$ cat config.mk
export PLATFORM = sky130hd
export DESIGN_NAME = spi_master_fifo
export DESIGN_NICKNAME = d
export VERILOG_FILES = /design/src/rtl/spi_master_pkg.sv /design/src/rtl/spi_fifo.sv /design/src/rtl/spi_master_fifo.sv
export SDC_FILE = /design/constraint.sdc
export NUM_CORES = 1
export LEC_CHECK = 0
export ABC_CLOCK_PERIOD_IN_PS = 5200
export BUFFER_PORTS_ARGS = -buffer_cell sky130_fd_sc_hd__buf_2
export CORE_UTILIZATION = 61
export CTS_CLUSTER_DIAMETER = 150
export CTS_CLUSTER_SIZE = 25
export DETAILED_ROUTE_END_ITERATION = 10
export HOLD_SLACK_MARGIN = 0.12
export PLACE_DENSITY = 0.81
export SETUP_SLACK_MARGIN = 0.3
export SLEW_MARGIN = 0
export SYNTH_ARGS = -nofsm -noshare
export SYNTH_HDL_FRONTEND = slang
export SYNTH_SLANG_ARGS = --single-unit
$ cat constraint.sdc
create_clock -name clk -period 5.2 [get_ports clk]
set_input_delay 0.26 -clock clk [delete_from_list [all_inputs] [get_ports clk]]
set_output_delay 0.26 -clock clk [all_outputs]
set_load 0.005 [all_outputs]
$ cat src/rtl/spi_master_pkg.sv
// Shared definitions for the SPI master: FSM encodings, register map,
// CONFIG field positions and reset values.
package spi_master_pkg;

  typedef enum logic [1:0] {
    ST_IDLE  = 2'd0,
    ST_SETUP = 2'd1,
    ST_SHIFT = 2'd2,
    ST_END   = 2'd3
  } state_t;

  localparam logic [11:0] OFF_CONFIG  = 12'h000;
  localparam logic [11:0] OFF_DATA    = 12'h004;
  localparam logic [11:0] OFF_STATUS  = 12'h008;
  localparam logic [11:0] OFF_DIVIDER = 12'h00C;

  localparam int CFG_W     = 14;
  localparam int CFG_CPHA  = 0;
  localparam int CFG_CPOL  = 1;
  localparam int CFG_MSB   = 2;
  localparam int CFG_USECS = 3;
  localparam int CFG_ACTHI = 4;
  localparam int CFG_EN    = 5;
  localparam int CFG_FB_LO = 6;
  localparam int CFG_CS_LO = 8;
  localparam int CFG_HOLD  = 11;
  localparam int CFG_RXIE  = 12;
  localparam int CFG_TXIE  = 13;

  localparam logic [CFG_W-1:0] CFG_RESET = 14'h00C;
  localparam int DIV_RESET  = 3;
  localparam int ST_OVF_BIT = 5;

  // Position inside the 32-bit word of the k-th bit on the wire.
  function automatic logic [4:0] frame_bit_idx(input logic [5:0] k,
                                               input logic [5:0] nbits,
                                               input logic       msb_first);
    return 5'(msb_first ? (nbits - 6'd1 - k) : k);
  endfunction

endpackage

$ cat src/rtl/spi_fifo.sv
// Small synchronous FIFO with first-word-fall-through head output.
// A push into a full FIFO is accepted when a pop happens in the same cycle.
module spi_fifo #(
  parameter int WIDTH = 32,
  parameter int DEPTH = 4
) (
  input  logic             clk,
  input  logic             rst,
  input  logic             i_push,
  input  logic [WIDTH-1:0] i_data,
  input  logic             i_pop,
  output logic [WIDTH-1:0] o_data,
  output logic             o_full,
  output logic             o_empty
);

  localparam int AW = $clog2(DEPTH);

  logic [WIDTH-1:0] r_mem [DEPTH];
  logic [AW-1:0]    r_wr_ptr;
  logic [AW-1:0]    r_rd_ptr;
  logic [AW:0]      r_count;
  logic             w_do_push;
  logic             w_do_pop;

  assign o_empty   = (r_count == '0);
  assign o_full    = (r_count == (AW+1)'(DEPTH));
  assign w_do_pop  = i_pop & ~o_empty;
  assign w_do_push = i_push & (~o_full | w_do_pop);
  assign o_data    = r_mem[r_rd_ptr];

  always_ff @(posedge clk) begin
    if (w_do_push) r_mem[r_wr_ptr] <= i_data;
  end

  always_ff @(posedge clk) begin
    if (rst) begin
      r_wr_ptr <= '0;
      r_rd_ptr <= '0;
      r_count  <= '0;
    end else begin
      if (w_do_push) r_wr_ptr <= r_wr_ptr + AW'(1);
      if (w_do_pop)  r_rd_ptr <= r_rd_ptr + AW'(1);
      case ({w_do_push, w_do_pop})
        2'b10:   r_count <= r_count + (AW+1)'(1);
        2'b01:   r_count <= r_count - (AW+1)'(1);
        default: r_count <= r_count;
      endcase
    end
  end

endmodule

$ cat src/rtl/spi_master_fifo.sv
// SPI master on the peripheral bus with TX/RX FIFOs, 8..32-bit frames,
// selectable chip select, programmable SCLK divider and level interrupt.
module spi_master_fifo
  import spi_master_pkg::*;
#(
  parameter logic [3:0] ID          = 4'h0,
  parameter int         CLOCK_WIDTH = 8,
  parameter int         FIFO_DEPTH  = 4,
  parameter int         CS_COUNT    = 2
) (
  input  logic                clk,
  input  logic                rst,
  input  logic                peripheralEnable,
  input  logic                peripheralBus_we,
  input  logic                peripheralBus_oe,
  output logic                peripheralBus_busy,
  input  logic [15:0]         peripheralBus_address,
  input  logic [3:0]          peripheralBus_byteSelect,
  output logic [31:0]         peripheralBus_dataRead,
  input  logic [31:0]         peripheralBus_dataWrite,
  output logic                requestOutput,
  output logic                irq,
  output logic                spi_en,
  output logic                spi_clk,
  output logic                spi_mosi,
  input  logic                spi_miso,
  output logic [CS_COUNT-1:0] spi_cs
);

  localparam int CW = CLOCK_WIDTH + 2;

  logic [CFG_W-1:0]       r_cfg;
  logic [CLOCK_WIDTH-1:0] r_div;
  logic                   r_ovf;
  state_t                 r_state;
  logic [CW-1:0]          r_cnt;
  logic [5:0]             r_bit;
  logic [31:0]            r_tx_word;
  logic [31:0]            r_rx_word;
  logic                   r_sclk;
  logic                   r_mosi;
  logic                   r_cs_active;
  logic                   r_rx_push;

  logic w_cpha, w_cpol, w_msb, w_use_cs, w_act_hi, w_enable, w_hold, w_rx_ie, w_tx_ie;
  logic [1:0] w_fb;
  logic [2:0] w_cs_idx;
  logic [5:0] w_nbits;

  assign w_cpha   = r_cfg[CFG_CPHA];
  assign w_cpol   = r_cfg[CFG_CPOL];
  assign w_msb    = r_cfg[CFG_MSB];
  assign w_use_cs = r_cfg[CFG_USECS];
  assign w_act_hi = r_cfg[CFG_ACTHI];
  assign w_enable = r_cfg[CFG_EN];
  assign w_hold   = r_cfg[CFG_HOLD];
  assign w_rx_ie  = r_cfg[CFG_RXIE];
  assign w_tx_ie  = r_cfg[CFG_TXIE];
  assign w_fb     = r_cfg[CFG_FB_LO +: 2];
  assign w_cs_idx = r_cfg[CFG_CS_LO +: 3];
  assign w_nbits  = ({4'd0, w_fb} + 6'd1) << 3;

  // Bus decode
  logic [11:0] w_off;
  logic        w_sel, w_off_ok, w_rd, w_wr;
  logic        w_wr_cfg, w_wr_data, w_wr_status, w_wr_div;
  logic [31:0] w_lane_mask;
  logic [CFG_W-1:0]       w_cfg_new;
  logic [CLOCK_WIDTH-1:0] w_div_new;

  assign w_off    = peripheralBus_address[11:0];
  assign w_sel    = peripheralEnable & (peripheralBus_address[15:12] == ID);
  assign w_off_ok = (w_off == OFF_CONFIG) | (w_off == OFF_DATA) |
                    (w_off == OFF_STATUS) | (w_off == OFF_DIVIDER);
  assign w_rd     = w_sel & peripheralBus_oe & w_off_ok;
  assign w_wr     = w_sel & peripheralBus_we;
  assign w_wr_cfg    = w_wr & (w_off == OFF_CONFIG);
  assign w_wr_data   = w_wr & (w_off == OFF_DATA);
  assign w_wr_status = w_wr & (w_off == OFF_STATUS);
  assign w_wr_div    = w_wr & (w_off == OFF_DIVIDER);
  assign requestOutput = w_rd;

  for (genvar gi = 0; gi < 4; gi++) begin : g_lane
    assign w_lane_mask[gi*8 +: 8] = {8{peripheralBus_byteSelect[gi]}};
  end

  assign w_cfg_new = (r_cfg & ~w_lane_mask[CFG_W-1:0]) |
                     (peripheralBus_dataWrite[CFG_W-1:0] & w_lane_mask[CFG_W-1:0]);
  assign w_div_new = (r_div & ~w_lane_mask[CLOCK_WIDTH-1:0]) |
                     (peripheralBus_dataWrite[CLOCK_WIDTH-1:0] & w_lane_mask[CLOCK_WIDTH-1:0]);

  // FIFOs
  logic [31:0] w_tx_data, w_rx_data;
  logic        w_tx_full, w_tx_empty, w_rx_full, w_rx_empty;
  logic        w_tx_push, w_tx_pop, w_rx_pop;

  assign w_tx_push = w_wr_data & peripheralBus_byteSelect[0];
  assign w_rx_pop  = w_rd & (w_off == OFF_DATA) & ~w_rx_empty;
  assign peripheralBus_busy = w_tx_push & w_tx_full & ~w_tx_pop;

  spi_fifo #(.WIDTH(32), .DEPTH(FIFO_DEPTH)) u_tx_fifo (
    .clk     (clk),
    .rst     (rst),
    .i_push  (w_tx_push),
    .i_data  (peripheralBus_dataWrite),
    .i_pop   (w_tx_pop),
    .o_data  (w_tx_data),
    .o_full  (w_tx_full),
    .o_empty (w_tx_empty)
  );

  spi_fifo #(.WIDTH(32), .DEPTH(FIFO_DEPTH)) u_rx_fifo (
    .clk     (clk),
    .rst     (rst),
    .i_push  (r_rx_push),
    .i_data  (r_rx_word),
    .i_pop   (w_rx_pop),
    .o_data  (w_rx_data),
    .o_full  (w_rx_full),
    .o_empty (w_rx_empty)
  );

  // Bit timing: leading SCLK edge after H cycles, trailing after 2H
  logic [CW-1:0] w_half, w_period;
  logic          w_half_end, w_period_end, w_lead, w_trail, w_sample;
  logic          w_last_bit, w_start, w_chain, w_busy;
  logic [4:0]    w_cur_idx, w_next_idx, w_first_idx;

  assign w_half       = CW'(r_div) + CW'(1);
  assign w_period     = w_half << 1;
  assign w_half_end   = (r_cnt == w_half - CW'(1));
  assign w_period_end = (r_cnt == w_period - CW'(1));
  assign w_lead       = (r_state == ST_SHIFT) & w_half_end;
  assign w_trail      = (r_state == ST_SHIFT) & w_period_end;
  assign w_sample     = w_cpha ? w_trail : w_lead;
  assign w_last_bit   = (r_bit == w_nbits - 6'd1);
  assign w_start      = w_enable & ~w_tx_empty;
  assign w_chain      = w_hold & w_start;
  assign w_tx_pop     = ((r_state == ST_IDLE) & w_start) |
                        ((r_state == ST_END) & w_half_end & w_chain);
  assign w_cur_idx    = frame_bit_idx(r_bit, w_nbits, w_msb);
  assign w_next_idx   = frame_bit_idx(r_bit + 6'd1, w_nbits, w_msb);
  assign w_first_idx  = frame_bit_idx(6'd0, w_nbits, w_msb);
  assign w_busy       = (r_state != ST_IDLE);

  always_ff @(posedge clk) begin
    if (rst) begin
      r_cfg <= CFG_RESET;
      r_div <= CLOCK_WIDTH'(DIV_RESET);
      r_ovf <= 1'b0;
    end else begin
      if (w_wr_cfg) r_cfg <= w_cfg_new;
      if (w_wr_div) r_div <= w_div_new;
      if (r_rx_push & w_rx_full & ~w_rx_pop)
        r_ovf <= 1'b1;
      else if (w_wr_status & peripheralBus_byteSelect[0] & peripheralBus_dataWrite[ST_OVF_BIT])
        r_ovf <= 1'b0;
    end
  end

  always_ff @(posedge clk) begin
    if (rst) begin
      r_state     <= ST_IDLE;
      r_cnt       <= '0;
      r_bit       <= '0;
      r_tx_word   <= '0;
      r_rx_word   <= '0;
      r_sclk      <= 1'b0;
      r_mosi      <= 1'b0;
      r_cs_active <= 1'b0;
      r_rx_push   <= 1'b0;
    end else begin
      r_rx_push <= 1'b0;
      case (r_state)
        ST_IDLE: begin
          r_sclk <= w_cpol;
          r_cnt  <= '0;
        end
        ST_SETUP: begin
          if (w_half_end) begin
            r_cnt   <= '0;
            r_state <= ST_SHIFT;
          end else begin
            r_cnt <= r_cnt + CW'(1);
          end
        end
        ST_SHIFT: begin
          if (w_trail) begin
            r_cnt  <= '0;
            r_sclk <= ~r_sclk;
            if (w_last_bit) begin
              r_state   <= ST_END;
              r_rx_push <= 1'b1;
            end else begin
              r_bit <= r_bit + 6'd1;
              if (!w_cpha) r_mosi <= r_tx_word[w_next_idx];
            end
          end else begin
            r_cnt <= r_cnt + CW'(1);
            if (w_lead) begin
              r_sclk <= ~r_sclk;
              if (w_cpha) r_mosi <= r_tx_word[w_cur_idx];
            end
          end
          if (w_sample) r_rx_word[w_cur_idx] <= spi_miso;
        end
        ST_END: begin
          if (w_half_end) begin
            r_cnt <= '0;
            if (!w_chain) begin
              r_state     <= ST_IDLE;
              r_cs_active <= 1'b0;
            end
          end else begin
            r_cnt <= r_cnt + CW'(1);
          end
        end
        default: r_state <= ST_IDLE;
      endcase
      // Frame load, shared by the idle start and the held-CS chain
      if (w_tx_pop) begin
        r_state     <= ST_SETUP;
        r_cs_active <= 1'b1;
        r_tx_word   <= w_tx_data;
        r_rx_word   <= '0;
        r_bit       <= '0;
        r_mosi      <= w_tx_data[w_first_idx];
      end
    end
  end

  always_comb begin
    peripheralBus_dataRead = '1;
    if (w_rd) begin
      case (w_off)
        OFF_CONFIG:  peripheralBus_dataRead = 32'(r_cfg);
        OFF_DATA:    peripheralBus_dataRead = w_rx_empty ? '1 : w_rx_data;
        OFF_STATUS:  peripheralBus_dataRead = {26'd0, r_ovf, w_busy, w_rx_full,
                                               w_rx_empty, w_tx_full, w_tx_empty};
        OFF_DIVIDER: peripheralBus_dataRead = 32'(r_div);
        default:     peripheralBus_dataRead = '1;
      endcase
    end
  end

  for (genvar gi = 0; gi < CS_COUNT; gi++) begin : g_cs
    assign spi_cs[gi] = (r_cs_active & w_use_cs & (w_cs_idx == 3'(gi))) ? w_act_hi : ~w_act_hi;
  end

  assign irq      = (w_rx_ie & ~w_rx_empty) | (w_tx_ie & w_tx_empty);
  assign spi_en   = w_enable;
  assign spi_clk  = r_sclk;
  assign spi_mosi = r_mosi;

  logic w_unused;
  assign w_unused = ^{peripheralBus_dataWrite, w_lane_mask};

endmodule

==> results of run 1 <==
==> final timing paths <==
path | end | start | depth (start not counted) | slack, ns
min | r_ovf$_SDFFE_PP0P_ | peripheralBus_address[2] | 4 | 0.25
min reg2reg | r_cs_active$_SDFFE_PP0P_ | r_cs_active$_SDFFE_PP0P_ | 2 | 0.52
max | u_tx_fifo.r_count[2]$_SDFFE_PP0P_ | flip-flop | 15 | 0.75
max reg2reg | u_tx_fifo.r_count[2]$_SDFFE_PP0P_ | flip-flop | 15 | 0.75
==> sequential cells by signal (all words and copies together), names as in the netlist, 2 cells and up, named ones only <==
register / cells
u_tx_fifo.r_count: 3
u_tx_fifo.r_mem: 128
u_rx_fifo.r_count: 3
r_bit: 6
r_cnt: 10
u_tx_fifo.r_rd_ptr: 2
u_rx_fifo.r_rd_ptr: 2
r_tx_word: 32
u_tx_fifo.r_wr_ptr: 2
u_rx_fifo.r_wr_ptr: 2
r_rx_word: 32
r_state: 2
u_rx_fifo.r_mem: 128
==> per-layer routing <==
layer / vias to the layer above / global-route usage / share of wire
li1: 4821 / - / -
met1: 5238 / 0.362 / 0.42
met2: 378 / 0.443 / 0.49
met3: 62 / 0.0329 / 0.064
met4: 0 / 0.0731 / 0.025
met5: - / 0 / 0
==> layout make-up <==
type                            count  area [um2]
Sequential cell                   383       10200
Fill cell                        1832        8560
Multi-Input combinational cell    733        6190
Timing Repair Buffer              149         977
Clock buffer                       32         524
Tap cell                          341         427
Inverter                           24        90.1
Clock inverter                      1        20.0
==> metrics by stage <==
step,power (uW),area (um2),worst slack [ns]
after floorplan,3310,16900,1.37
after global placement,3350,17600,0.687
after detailed placement,3350,17600,0.671
after CTS,4940,18500,0.512
after global routing,5050,18500,0.420
final,4920,18500,0.748
==> power breakdown <==
group          total, uW  switching [uW]  internal (uW)  leakage, uW
clock network       1620             914            708     0.000259
registers           3220         0.00114           3220      0.00336
logic               81.7            48.2           33.5      0.00226
total               4920             962           3960      0.00588
==> worst reg2reg max path, stage by stage (launching register included) <==
cell	delay (ns)
dfxtp_2	0.52
ha_1	0.44
nand3_1	0.27
xnor2_2	0.36
o22ai_1	0.13
a211oi_1	0.29
o211ai_1	0.19
nor4_1	0.40
o21a_2	0.21
o21a_1	0.25
inv_1	0.07
ha_1	0.22
fa_1	0.38
xnor2_1	0.14
or3_1	0.32
a21oi_1	0.17
==> timing repair <==
| item | 4_1_cts | 5_1_grt |
|---|---|---|
| hold endpoints to repair | 143 | 0 |
| setup endpoints to repair | 0 | 3 |
| hold buffers | 32 | 0 |
| resized for setup | 0 | 2 |
==> logic make-up after synthesis <==
| kind of cell | after synthesis |
|---|---|
| simple gates | 328 |
| compound gates | 170 |
| xor+xnor | 67 |
| flops | 383 |
| mux | 148 |
| buf+inv | 100 |
| fa+ha+maj | 20 |
==> cells in the mapped netlist (3+ instances only) <==
cell	n
buf_4	5
xor2_1	24
or3_1	6
nand4_1	42
buf_1	5
buf_6	6
a22oi_1	4
buf_2	11
nand3_1	27
a311oi_1	3
o2111ai_1	3
mux4_2	81
inv_1	24
nor3_1	13
clkbuf_1	49
o22ai_1	4
and3_1	10
nand2_1	54
o21ai_0	39
dfxtp_1	127
ha_1	18
o211ai_1	6
nand2b_1	3
xnor2_1	38
a31oi_1	3
nor2b_1	8
nor2_1	128
edfxtp_1	256
nor4_1	4
mux2i_1	62
and2_1	8
xnor3_1	3
a21oi_1	42
o21a_1	5
o31ai_1	34
a211oi_1	5
==> flow_summary.yaml, run 1 <==
floorplan:
  ios: 98
  rows: 60
  dieWidth_um: 168
  die-area_mm2: 0.0283
  fp.dieH_um: 168
  core_area_mm2: 0.0270
  start_util: 0.624
cts:
  cts_root_buf: "clkbuf_16"
  clockBufferDepth: 3
  cts_htree_levels: 1
  clk_latency_ns: 0.52
  postCtsSetupRepairBufs: 0
  cts.sinks: 383
  cts_tree: "built"
  cts.clk_slew.worst_paths_ns: 0.10
  cts-buffers-inserted: 19
flow_run:
  maxCapViolCount: 0
placement:
  numPortBuffers: 95
  placedCellCount: 1598
  dp_hpwl_um: 23800
  routabilityCongestion: 0.873
critical_path:
  crit_chain: "ha_1 -> nand3_1 -> xnor2_2 -> o22ai_1 -> a211oi_1 -> o211ai_1 -> nor4_1 -> o21a_2 -> o21a_1 -> inv_1 -> ha_1 -> fa_1 -> xnor2_1 -> or3_1 -> a21oi_1"
  critPathSlowestCell: "dfxtp_2"
  crit_path_end_kind: "flip-flop"
  crit_type: "flip-flop to flip-flop"
  worst_path_most_repeated_cell: "ha_1"
  cp_num_buf_inv: 1
  critPathTopFamily: "compound AO/OA/AOI/OAI gates"
  critical-path-max-stage-delay_ns: 0.52
  critPathArrivalTime_ns: 4.89
  cp-start-kind: "flip-flop"
  worstPathRequired_ns: 5.64
  path_max_fanout: 16
detailed_routing:
  routed_wl_um: 36600
  wire_per_inst_um: 22.0
  firstDrtPassIters: 5
  drc: 0
  drtIter0Drc: 1034
  antenna_left: 0
  vias: 10499
  vias_per_cell: 6.31
timing:
  rsz0062_at_grt: "false"
  tightest_slew_ns: 1.24
  finalSetupViolCount: 0
  fin_crit_sh: 0.856
  slew_viol_final: 0
  clock_skew_ns: 0.0179
  finalCriticalPeriod_ns: 4.45
  finalHoldViolCount: 0
  relSlewSlack: 0.165
  whs_ns: 0.247
  max_freq_mhz: 225
  finalSetupTns_ns: 0
logic_synthesis:
  synth_largest_area_cell: "edfxtp_1"
  yosys.area_share.simple: 0.0969
  yosysTopAreaCellShare: 0.456
  syn-num-nets: 1294
  synth_top_family_by_area: "multiplexers"
  synth_compound_area_frac: 0.0670
  synth_adder_area_share: 0.0157
  synth_seq_cells: 383
  ys_top_cells_by_area: "edfxtp_1 46%, dfxtp_1 15%, mux4_2 11%"
  yosys_warnings: 0
  yosysUniqueCellTypes: 78
  syn_area_mm2: 0.0169
  synth.avg_cell_area_um2: 13.9
  synthXorXnorAreaFrac: 0.0386
  synth-edff-count: 256
  ys_async_sr_fraction: 0
  synth_flop_cell: "edfxtp_1"
  synthMuxAreaShare: 0.149
  syn_inst: 1216
  seq_area_frac_synth: 0.606
power_and_ir_drop:
  ir_drop_uv: 312
  p_leak_uw: 0.00588
  p_per_area_mw_per_mm2: 267
grt:
  grt_pass1_wl_um: 57200
  antenna_found_initial: 0
  track_usage: 0.262
  grt_pass1_vias: 10359
  overflow: 0
  grt_max_degree: 44
hold_path:
  worstHoldPathType: "input pin to flip-flop"
layout:
  antenna_cells: 0
  drive_gt1_frac: 0.184
  area_growth_pct: 9.46
  postLayoutCoreUtil: 0.683
  final_common_cell: "edfxtp_1"
  nets: 1388
  fin_cells: 1663
  final_cell_mix: "256 x edfxtp_1, 128 x nor2_1, 123 x dfxtp_1"
run_status:
  outcome: "complete, no violations"
Power figures use the tool's default switching activity.
==> run 2, diff against run 1 <==
Settings changed: ABC_CLOCK_PERIOD_IN_PS 5200 to 4490, CAP_MARGIN from default to 20.
Clock period 5.2 ns to 4.49 ns, I/O delays scaled along.
==> run 2 against run 1 <==
  * Flip-flop and latch count is the same
  * Power up 16%
  * Utilization grew 0.37 points
  * Clock power up 16%
  * Non-clock buffer count rose by 8
  * Combinational power rose by 19%
  * Clock-buffer cell count did not move
  * Register-to-register slack got worse by 0.22 ns
  * Wire length rose by 0.39%
  * Global-route usage fell by 0.15 points
  * Cell area grew 0.54%
==> flow_summary.yaml, run 2 (synthesized netlist as in run 1, its figures left out) <==
run_status:
  outcome: "complete, no violations"
timing:
  fin_crit_sh: 0.892
  finalCriticalPeriod_ns: 4.01
  finalSetupTns_ns: 0
  tightest_slew_ns: 1.16
  finalHoldViolCount: 0
  slew_viol_final: 0
  rsz0062_at_grt: "false"
  relSlewSlack: 0.218
  finalSetupViolCount: 0
  clock_skew_ns: 0.0197
  max_freq_mhz: 250
  whs_ns: 0.231
layout:
  nets: 1396
  top_regs: "u_rx_fifo.r_mem: 128 flops, u_tx_fifo.r_mem: 128 flops"
  fin_cells: 1671
  antenna_cells: 0
  final_common_cell: "edfxtp_1"
  drive_gt1_frac: 0.195
  final_cell_mix: "256 x edfxtp_1, 128 x nor2_1, 120 x dfxtp_1"
  area_growth_pct: 10.1
critical_path:
  critPathArrivalTime_ns: 3.78
  crit_path_end_kind: "primary output"
  worstPathRequired_ns: 4.27
  crit_type: "flip-flop to primary output"
  cp-start-kind: "flip-flop"
  path_max_fanout: 39
detailed_routing:
  firstDrtPassIters: 5
  wire_per_inst_um: 22.0
  drc: 0
  antenna_left: 0
  vias: 10571
  routed_wl_um: 36700
  vias_per_cell: 6.33
  drtIter0Drc: 960
flow_run:
  maxCapViolCount: 0
placement:
  placedCellCount: 1605
  numPortBuffers: 95
  routabilityCongestion: 0.889
  dp_hpwl_um: 24500
cts:
  cts-buffers-inserted: 19
  cts.clk_slew.worst_paths_ns: 0.10
  cts.sinks: 383
  cts_htree_levels: 1
  clk_latency_ns: 0.52
  clockBufferDepth: 3
  cts_tree: "built"
  cts_root_buf: "clkbuf_16"
grt:
  track_usage: 0.261
  antenna_found_initial: 0
  grt_max_degree: 50
  grt_pass1_wl_um: 57000
  grt_pass1_vias: 10390
  overflow: 0
floorplan:
  start_util: 0.624
  die-area_mm2: 0.0283
  ios: 98
  fp.dieH_um: 168
  core_area_mm2: 0.0270
  dieWidth_um: 168
  rows: 60
hold_path:
  hp-start: "peripheralBus_address[2]"
  worstHoldPathType: "input pin to flip-flop"
power_and_ir_drop:
  ir_drop_uv: 325
  p_per_area_mw_per_mm2: 307
  power.total_uw: 5710
  p_leak_uw: 0.00592
[run 2: cell count changes in the layout (fill, tap and decap cells not counted), sizes merged]
| cell | delta |
|---|---|
| buf | +7 |
| clkbuf | +1 |
[run 2: final timing paths]
check	to	slack [ns]	depth (start not counted)
min	r_ovf$_SDFFE_PP0P_	0.23	4
min reg2reg	u_rx_fifo.r_wr_ptr[1]$_SDFFE_PP0P_	0.51	2
max reg2reg	u_tx_fifo.r_count[2]$_SDFFE_PP0P_	0.53	16
max	peripheralBus_busy	0.48	12
[run 2: stage by stage]
step / utilization / area, um2 / setup WS (ns)
after global routing: 0.687 / 18600 / 0.306
final: 0.687 / 18600 / 0.485
after global placement: 0.653 / 17700 / 0.372
after detailed placement: 0.653 / 17700 / 0.244
after floorplan: - / 16900 / 0.664
after CTS: 0.685 / 18500 / 0.302
[run 2: power by group]
part	internal [uW]	switching, uW
combinational	40.6	56.8
sequential	3730	0.00128
clock	819	1060
[run 2: final cells by class]
type | count | area [um2]
Clock buffer | 32 | 524
Clock inverter | 1 | 20.0
Fill cell | 1849 | 8460
Inverter | 24 | 90.1
Multi-Input combinational cell | 733 | 6230
Sequential cell | 383 | 10200
Tap cell | 341 | 427
Timing Repair Buffer | 157 | 1030
[run 2: metal layers]
| metal | track usage | share of wire | vias up |
|---|---|---|---|
| met5 | 0 | 0 | - |
| met4 | 0.0842 | 0.029 | 0 |
| met3 | 0.0369 | 0.058 | 70 |
| met2 | 0.440 | 0.50 | 388 |
| met1 | 0.353 | 0.42 | 5281 |
| li1 | - | - | 4832 |
[run 2: worst max-delay path: stages (launching register included)]
cell	delay [ns]
dfxtp_2	0.36
buf_4	0.16
ha_1	0.36
and4b_1	0.21
a32o_1	0.27
a31oi_2	0.27
xor2_1	0.19
xnor2_1	0.19
nor4_2	0.08
o21a_2	0.23
buf_6	0.25
nor4_1	0.49
buf_2	0.20
[run 2: what timing repair did]
action | CTS | global route
hold endpoints to repair | 150 | 0
gates resized for setup | 2 | 10
pin swaps | 0 | 2
hold buffers | 32 | 0
buffers inserted | 0 | 0
setup endpoints to repair | 2 | 3
==> run 3, diff against run 2 <==
Settings changed: ABC_CLOCK_PERIOD_IN_PS 4490 to 3600, CORE_MARGIN from default to 2, CORE_UTILIZATION 61 to 55, PLACE_DENSITY 0.81 to 0.77.
Clock period 4.49 ns to 3.6 ns, I/O delays scaled along.
==> run 3 against run 2 <==
  * Die area is 13% higher
  * Register-to-register slack worse by 0.50 ns
  * Clock-buffer cell count stayed put
  * First-iteration DRC count is 31% higher
  * Largest cell class unchanged
  * Highest routed layer unchanged
==> flow_summary.yaml, run 3 (synthesized netlist as in run 1, its figures left out) <==
run_status:
  outcome: "complete, no violations"
timing:
  finalSetupViolCount: 0
  slew_viol_final: 0
  relSlewSlack: 0.444
  finalHoldViolCount: 0
  whs_ns: 0.160
  max_freq_mhz: 280
  clock_skew_ns: 0.0272
  finalCriticalPeriod_ns: 3.57
  tightest_slew_ns: 0.831
  fin_crit_sh: 0.992
  rsz0062_at_grt: "true"
critical_path:
  path_max_fanout: 8
  cp-start-kind: "flip-flop"
  worstPathRequired_ns: 4.07
  crit_path_end_kind: "flip-flop"
  critPathArrivalTime_ns: 4.04
  crit_type: "flip-flop to flip-flop"
placement:
  numPortBuffers: 95
  routabilityCongestion: 0.915
  dp_hpwl_um: 25300
  place_area_mm2: 0.0181
detailed_routing:
  wire_per_inst_um: 22.5
  firstDrtPassIters: 7
  routed_wl_um: 40500
  vias: 10964
  vias_per_cell: 6.10
  antenna_left: 0
  drc: 0
  drtIter0Drc: 1253
cts:
  clk_latency_ns: 0.53
  cts.clk_slew.worst_paths_ns: 0.10
  cts_tree: "built"
  cts.sinks: 383
  clockBufferDepth: 3
  cts-buffers-inserted: 19
  cts_root_buf: "clkbuf_16"
  cts_htree_levels: 1
power_and_ir_drop:
  p_leak_uw: 0.00642
  p_per_area_mw_per_mm2: 360
  ir_drop_uv: 396
layout:
  antenna_cells: 0
  drive_gt1_frac: 0.267
  area_growth_pct: 17.4
  top_regs: "u_rx_fifo.r_mem: 128 flops, u_tx_fifo.r_mem: 128 flops"
  final_area_mm2: 0.0198
  postLayoutCoreUtil: 0.651
  nets: 1467
  final_cell_mix: "256 x edfxtp_1, 128 x nor2_1, 121 x dfxtp_1"
  final_common_cell: "edfxtp_1"
floorplan:
  rows: 64
  dieWidth_um: 179
  core_area_mm2: 0.0304
  start_util: 0.554
  die-area_mm2: 0.0321
  ios: 98
  fp.dieH_um: 179
hold_path:
  hp-start: "peripheralBus_address[3]"
  worstHoldPathType: "input pin to flip-flop"
grt:
  track_usage: 0.240
  overflow: 0
  antenna_found_initial: 0
  grt_pass1_wl_um: 58700
  grt_max_degree: 36
  grt_pass1_vias: 10398
flow_run:
  maxCapViolCount: 0
## run 3: cell types whose count changed in the layout (fill, tap and decap cells not counted), moves of 3 or more
cell       change
and2_4         +4
clkbuf_16      +8
buf_12         +9
buf_4         +46
o31ai_1       -28
o31ai_2       +22
o31ai_4        +6
buf_8          +3
and2_1         -4
## run 3: final cells by class
cell class	count	area [um2]
tap	396	495
inverter	24	90.1
multi-input combinational	736	6600
clock inverter	1	20.0
clock buffer	32	524
timing repair buffer	225	1830
fill	2129	10600
sequential	383	10200
## run 3: metal layers
metal,vias to the layer above,wire (um),global-route usage
met4,0,857,0.0541
li1,4975,-,-
met1,5525,16900,0.341
met2,416,20300,0.399
met5,-,0,0
met3,48,2430,0.0288
## run 3: metrics by stage
stage	power [uW]	std cells	setup slack (ns)	TNS [ns]
3_3_place_gp	4840	1689	0.0160	0
2_1_floorplan	4780	1216	0.0179	0
4_1_cts	7160	1764	0.106	0
5_1_grt	7310	1797	-0.105	-0.105
6_report	7120	1797	0.0272	0
3_5_place_dp	4840	1689	-0.0414	-0.0414
## run 3: worst paths after layout
kind / to / slack, ns / cells after the start
worst min-delay path: r_ovf$_SDFFE_PP0P_ / 0.16 / 5
worst max register to register: u_tx_fifo.r_count[2]$_SDFFE_PP0P_ / 0.03 / 15
worst max-delay path: u_tx_fifo.r_count[2]$_SDFFE_PP0P_ / 0.03 / 15
worst min register to register: u_rx_fifo.r_wr_ptr[1]$_SDFFE_PP0P_ / 0.51 / 2
## run 3: worst max-delay path: stages, from the launching register on
cell and delay, ns:
dfxtp_4 0.37, ha_4 0.18, or3_1 0.30, a211o_1 0.37, a211oi_4 0.26, xnor2_1 0.16
nand2_1 0.13, nor4_4 0.28, o21a_2 0.19, o21a_1 0.15, inv_2 0.05, ha_4 0.16
fa_2 0.33, xnor2_1 0.13, or3_1 0.31, a21oi_1 0.14
## run 3: timing repair
action,4_1_cts,5_1_grt
gates resized for setup,18,53
hold buffers,33,0
endpoints found under the setup margin,195,192
hold endpoints to repair,160,0
cloned,0,14
buffers inserted,9,19
pin swaps,13,12
## run 3: report_power, final
group / internal [uW] / leakage, uW / switching (uW)
Clock: 1020 / 0.000259 / 1330
Sequential: 4650 / 0.00336 / 0.00143
Combinational: 52.1 / 0.00280 / 70.7
Total: 5720 / 0.00642 / 1400
